--- src/rtl/demux_rr_sched.sv ---
// demux_rr_sched: round-robin time-slot scheduler driving a registered 1:16
// demultiplexer. Accepted serial beats are routed one-hot onto y with one
// cycle of latency. The block dwells (dwell+1) beats on each enabled channel,
// then moves to the next enabled channel in circular order.
module demux_rr_sched #(
  parameter int DWELL_W = 4
) (
  input  logic               clk,
  input  logic               rst,
  input  logic               start,
  input  logic               stop,
  input  logic [15:0]        en_mask,
  input  logic [DWELL_W-1:0] dwell,
  input  logic               din,
  input  logic               in_valid,
  output logic               in_ready,
  output logic [3:0]         sel,
  output logic [15:0]        y,
  output logic               dout_valid,
  output logic               wrap,
  output logic               busy
);

  typedef enum logic {
    IDLE = 1'b0,
    RUN  = 1'b1
  } state_t;

  state_t             state_reg, state_next;
  logic [3:0]         sel_reg, sel_next;
  logic [DWELL_W-1:0] cnt_reg, cnt_next;
  logic [DWELL_W-1:0] dwell_reg, dwell_next;
  logic               stop_reg, stop_next;
  logic [15:0]        y_reg, y_next;
  logic               dv_reg, dv_next;
  logic               wrap_reg, wrap_next;

  logic               accept;
  logic [3:0]         first_idx;
  logic [15:0]        rot_mask;
  logic [3:0]         step;
  logic [3:0]         adv_sel;
  logic [15:0]        y_route;

  assign accept = in_valid && (state_reg == RUN);

  // Rotate the mask so bit 0 is the channel after sel and bit 15 is sel itself;
  // the lowest set bit of the rotated view is then the next channel in order.
  // y_route places din on the currently selected output only.
  genvar gi;
  generate
    for (gi = 0; gi < 16; gi++) begin : g_chan
      assign rot_mask[gi] = en_mask[sel_reg + 4'(gi + 1)];
      assign y_route[gi]  = din && (sel_reg == 4'(gi));
    end
  endgenerate

  // Lowest enabled channel, used when leaving IDLE.
  always_comb begin
    first_idx = 4'd0;
    for (int i = 15; i >= 0; i--) begin
      if (en_mask[i]) first_idx = 4'(i);
    end
  end

  // Distance (minus one) from sel to the next enabled channel, wrapping mod 16.
  always_comb begin
    step = 4'd0;
    for (int i = 15; i >= 0; i--) begin
      if (rot_mask[i]) step = 4'(i);
    end
  end

  assign adv_sel = sel_reg + step + 4'd1;

  // Next-state and datapath decode; all register inputs defaulted first.
  always_comb begin
    state_next = state_reg;
    sel_next   = sel_reg;
    cnt_next   = cnt_reg;
    dwell_next = dwell_reg;
    stop_next  = stop_reg;
    y_next     = '0;
    dv_next    = 1'b0;
    wrap_next  = 1'b0;
    case (state_reg)
      IDLE: begin
        if (stop) stop_next = 1'b1;
        if (start && (en_mask != 16'd0)) begin
          state_next = RUN;
          sel_next   = first_idx;
          cnt_next   = '0;
          dwell_next = dwell;
          stop_next  = 1'b0;
        end
      end
      RUN: begin
        stop_next = stop_reg || stop;
        if (accept) begin
          y_next  = y_route;
          dv_next = 1'b1;
          if (cnt_reg == dwell_reg) begin
            // Slot boundary: stop wins, then an empty mask, else advance.
            cnt_next  = '0;
            stop_next = 1'b0;
            if (stop_reg || stop) begin
              state_next = IDLE;
            end else if (en_mask == 16'd0) begin
              state_next = IDLE;
            end else begin
              sel_next   = adv_sel;
              dwell_next = dwell;
              wrap_next  = (adv_sel <= sel_reg);
            end
          end else begin
            cnt_next = cnt_reg + 1'b1;
          end
        end
      end
      default: state_next = IDLE;
    endcase
  end

  // State and datapath registers with asynchronous clear.
  always_ff @(posedge clk or posedge rst) begin
    if (rst) begin
      state_reg <= IDLE;
      sel_reg   <= 4'd0;
      cnt_reg   <= '0;
      dwell_reg <= '0;
      stop_reg  <= 1'b0;
      y_reg     <= 16'd0;
      dv_reg    <= 1'b0;
      wrap_reg  <= 1'b0;
    end else begin
      state_reg <= state_next;
      sel_reg   <= sel_next;
      cnt_reg   <= cnt_next;
      dwell_reg <= dwell_next;
      stop_reg  <= stop_next;
      y_reg     <= y_next;
      dv_reg    <= dv_next;
      wrap_reg  <= wrap_next;
    end
  end

  assign in_ready   = (state_reg == RUN);
  assign busy       = (state_reg == RUN);
  assign sel        = sel_reg;
  assign y          = y_reg;
  assign dout_valid = dv_reg;
  assign wrap       = wrap_reg;

endmodule

--- config.mk ---
export PLATFORM = sky130hd
export DESIGN_NAME = demux_rr_sched
export DESIGN_NICKNAME = d
export VERILOG_FILES = /design/src/rtl/demux_rr_sched.sv
export SDC_FILE = /design/constraint.sdc
export NUM_CORES = 1
export LEC_CHECK = 0
export ABC_AREA = 1
export BUFFER_PORTS_ARGS = -buffer_cell sky130_fd_sc_hd__buf_2
export CAP_MARGIN = 0
export CORE_MARGIN = 5
export CORE_UTILIZATION = 58
export CTS_CLUSTER_DIAMETER = 80
export DETAILED_ROUTE_END_ITERATION = 7
export HOLD_SLACK_MARGIN = 0.08
export PLACE_DENSITY = 0.82
export SYNTH_ARGS = -nofsm -noshare
export SYNTH_HDL_FRONTEND = slang
export SYNTH_SLANG_ARGS = --single-unit
--- constraint.sdc ---
create_clock -name clk -period 4.7 [get_ports clk]
set_clock_uncertainty 0.1 [all_clocks]
set_input_delay 0.235 -clock clk [delete_from_list [all_inputs] [get_ports clk]]
set_output_delay 0.235 -clock clk [all_outputs]
set_load 0.02 [all_outputs]
==> summary.md <==
| Metric | Value |
|---|---|
| Die Outline Area | 0.00676 mm2 |
| Synthesis-to-finish area growth | 14.4% |
| Count of final hold-check violations | 0 |
| Register-to-Register Path Depth | 30 |
| Multiplexer share of the synthesized area | under 10% |
| Number of cells produced by synthesis | between 400 and 500 |
| Final nets | around 530 |
| Post-Synth XOR/XNOR Area | 5.58% |
| Routed WL per cell | roughly 13 um |
| Netlist Area Pre-Place | 0.00303 mm2 |
| First-pass GRT wire length | 12100 um |
| Tot GR Track Use | 23.0% |
| Count of buffering cells on the critical path with inverters included | 2 |
| YS warnings | 0 |
| Setup crit end | wrap |
| Critical path peak fanout | 24 |
| RD Place Congestion | between 0.9 and 1 |
| Count of vias placed by the detailed router | approximately 3000 |
| Simple-gate portion of the synthesized area | between 30 and 40% |
| Largest incremental delay on the critical path | around 0.40 ns |
| Share of synthesized area occupied by flip-flops and latches | between 20% and 30% |
| Clock Sinks | 32 |
| Worst setup startpoint | sel[0] |
| Die outline height | slightly above 80 um |
| Max reg flops | 16 |
| Vias/cell | approximately 5.4 |
| Data arrival, critical path | approximately 4.4 ns |
| # H-tree levels | 2 |
| Clock latency of the later-clocked register in the worst-skew pair | 0.29 ns |
| Core region area | 0.00507 mm2 |
| Slowest-stage cell, CP | sky130_fd_sc_hd__dfrtp_1 |
| Number of buffers on the longest clock path | 2 |
| Min Hold Slack | 0.0804 ns |
| Fin crit share | 91.5% |
| DRC Markers | 0 |
| Antenna Diode Count | 0 |
| Fraction of final layout cells with drive strength greater than 1 | between 20% and 30% |
| Master cell of the clock root buffer | sky130_fd_sc_hd__clkbuf_8 |
| Net count after synthesis | between 400 and 500 |
| Total wire length after detailed routing | 7320 um |
| Total I/O pin count | 50 |
| Die boundary width | slightly above 80 um |
| Vias in the first global route | 2699 |
| Required arrival time at the worst endpoint | 4.82 ns |
| Main combinational cell family by area after synthesis | simple AND/OR/NAND/NOR gates |
| Levels on crit path | 30 |
| Reg clk slew, reported paths | approximately 0.070 ns |
| Final TNS setup | 0 ns |
| Post-detail-place hpwl | just under 6000 um |
| Setup Crit Path Kind | reg2reg |
| DR iter-0 viols | 184 |
| Run status | complete, no violations |
| Count of endpoints failing setup in the final report | 0 |
| Rows | 26 |
| Max-slew violations | 0 |
| Most used DFF post-synth | sky130_fd_sc_hd__dfrtp_1 |
| Starting density of the core | around three fifths |
| Synth async-reset ratio | between 90% and 100% |
| Number of max-cap violations | 0 |
| Share of the synthesized area in compound gates (AO/OA/AOI/OAI) | between 10% and 20% |
| Total of flip-flops plus latches after synthesis | 32 |
| Antenna violations before repair | 0 |
| Post-synthesis share of cell area spent on full adders, half adders and majority gates | around a tenth |
| Unrepaired setup endpoints after global routing | no |
| Number of flops mapped to enable cells by yosys | 0 |
| Max Clk Rate | between 0.2 and 0.25 GHz |
| Least-Margin Pin Slew | ~0.66 ns |
| Largest net degree at the start of global routing | 33 |
| R2r endpoint | wrap |
| Launch instance of the worst register-to-register path | sel[0] |
| Remaining global-route overflow | 0 |
| Element type at the critical path end | flip-flop |
| Total clock buffers created by CTS | 5 |
| Post-layout minimum cycle time | roughly 4.3 ns |
| Slew headroom | a little under three fifths |
| Count of antenna-violating nets left after detailed routing | 0 |
| Number of unique standard cell types used by synthesis | 41 |
| Number of detailed-route iterations in the first pass | 5 |
| Mean area per synthesized cell | roughly 7.1 um2 |
| Worst reg2reg setup slack | roughly 0.40 ns |
| Category of the worst setup path launch point | flip-flop |
| Cell repeated most along the worst path | sky130_fd_sc_hd__nand2_1 |
| CTS tree | built |
| Family with the most delay on the worst path | simple AND/OR/NAND/NOR gates |
| I/O Buffers | ~50 |
| Path class of the lowest-slack min-delay path | in2reg |
| Post-CTS setup-driven buffer insertion count | 0 |
metal layers:
layer | GRT usage [%] | wire length, um
met3 | 3.58 | 533
met2 | 37.9 | 3370
met5 | 0 | 0
met4 | 3.82 | 36
met1 | 32.3 | 3390
worst min-delay path by stage:
stage	start	endpoint	slack [ns]	depth (start not counted)
2_1_floorplan	rst	busy	0.25	1
3_3_place_gp	dwell[0]	dwell_reg[0]	0.37	2
3_5_place_dp	dwell[3]	dwell_reg[3]	0.37	2
4_1_cts	dwell[0]	dwell_reg[0]	0.08	2
5_1_grt	dwell[1]	dwell_reg[1]	0.09	2
6_report	dwell[0]	dwell_reg[0]	0.08	2
synthesized netlist by cell type, types with 2 or more instances:
cell type / instances / area share (%)
sky130_fd_sc_hd__buf_6: 5 / 1.9
sky130_fd_sc_hd__buf_4: 4 / 0.99
sky130_fd_sc_hd__a31oi_1: 3 / 0.62
sky130_fd_sc_hd__inv_2: 7 / 0.87
sky130_fd_sc_hd__o21ai_0: 16 / 2.6
sky130_fd_sc_hd__nor3_1: 2 / 0.33
sky130_fd_sc_hd__o21a_1: 4 / 0.99
sky130_fd_sc_hd__nor2_1: 43 / 5.3
sky130_fd_sc_hd__nand3_1: 69 / 11
sky130_fd_sc_hd__nand4_1: 2 / 0.41
sky130_fd_sc_hd__inv_1: 41 / 5.1
sky130_fd_sc_hd__xor2_2: 4 / 2.2
sky130_fd_sc_hd__a21oi_2: 2 / 0.58
sky130_fd_sc_hd__dfrtp_1: 32 / 26
sky130_fd_sc_hd__buf_2: 2 / 0.33
sky130_fd_sc_hd__nand2_1: 95 / 12
sky130_fd_sc_hd__o211ai_1: 2 / 0.50
sky130_fd_sc_hd__o21ai_2: 5 / 1.4
sky130_fd_sc_hd__nand2_2: 17 / 3.5
sky130_fd_sc_hd__a21oi_1: 10 / 1.7
sky130_fd_sc_hd__nor4_1: 2 / 0.41
sky130_fd_sc_hd__xor2_1: 8 / 2.3
sky130_fd_sc_hd__mux2_2: 4 / 1.5
sky130_fd_sc_hd__o21ai_1: 2 / 0.33
sky130_fd_sc_hd__a22oi_1: 3 / 0.74
sky130_fd_sc_hd__nand3_2: 3 / 0.99
sky130_fd_sc_hd__ha_1: 22 / 9.1
sky130_fd_sc_hd__xnor2_1: 2 / 0.58
area by class of cell:
cell class,instances,area (um2)
fill,442,1620
timing repair buffer,58,328
tap,70,87.6
multi-input combinational,332,1940
clock buffer,5,68.8
inverter,49,186
sequential,32,802
clock inverter,3,42.5
cell families (layout without fill, tap and decap cells):
kind of cell | after synthesis | after routing
AOI/OAI and AO/OA | 52 | 52
xor gates and xnor gates | 15 | 15
adders and majority gates | 23 | 23
buffers and inverters | 60 | 115
DFF | 32 | 32
muxes | 4 | 4
and+or+nand+nor | 238 | 238
through the flow:
| stage | area (um2) | setup slack, ns | cells | util, % |
|---|---|---|---|---|
| 6_report | 3460 | 0.400 | 549 | 68.2 |
| 3_5_place_dp | 3300 | 0.365 | 537 | 65.0 |
| 2_1_floorplan | 3030 | 0.415 | 424 | - |
| 5_1_grt | 3460 | 0.0197 | 549 | 68.2 |
| 3_3_place_gp | 3300 | 0.525 | 537 | 65.0 |
| 4_1_cts | 3430 | 0.331 | 547 | 67.6 |
cells in the final DEF, fill, tap and decap left out, types with 2 or more instances in the layout:
cell / netlist / layout
sky130_fd_sc_hd__o21ai_1: 2 / 2
sky130_fd_sc_hd__nor4_1: 2 / 2
sky130_fd_sc_hd__buf_2: 2 / 49
sky130_fd_sc_hd__nand3_1: 69 / 69
sky130_fd_sc_hd__dfrtp_1: 32 / 31
sky130_fd_sc_hd__nor3_1: 2 / 2
sky130_fd_sc_hd__dlygate4sd3_1: 0 / 3
sky130_fd_sc_hd__o21ai_2: 5 / 5
sky130_fd_sc_hd__nand4_1: 2 / 2
sky130_fd_sc_hd__a22oi_1: 3 / 3
sky130_fd_sc_hd__clkbuf_8: 0 / 5
sky130_fd_sc_hd__xor2_2: 4 / 4
sky130_fd_sc_hd__ha_1: 22 / 21
sky130_fd_sc_hd__mux2_2: 4 / 4
sky130_fd_sc_hd__nand2_1: 95 / 95
sky130_fd_sc_hd__nand2_2: 17 / 17
sky130_fd_sc_hd__nand3_2: 3 / 3
sky130_fd_sc_hd__xnor2_1: 2 / 2
sky130_fd_sc_hd__nor2_1: 43 / 43
sky130_fd_sc_hd__xor2_1: 8 / 8
sky130_fd_sc_hd__o21a_1: 4 / 4
sky130_fd_sc_hd__inv_2: 7 / 8
sky130_fd_sc_hd__o21ai_0: 16 / 16
sky130_fd_sc_hd__a31oi_1: 3 / 3
sky130_fd_sc_hd__o211ai_1: 2 / 2
sky130_fd_sc_hd__inv_1: 41 / 40
sky130_fd_sc_hd__a21oi_2: 2 / 2
sky130_fd_sc_hd__buf_4: 4 / 5
sky130_fd_sc_hd__a21oi_1: 10 / 10
repair_timing:
| action | CTS | global route |
|---|---|---|
| setup endpoints to repair | 0 | 1 |
| hold buffers | 2 | 1 |
| gates resized for setup | 0 | 3 |
| endpoints found under the hold margin | 2 | 16 |
Power is not shown: default switching activity piles up to over one toggle a cycle in this logic, so the estimate is an artifact.
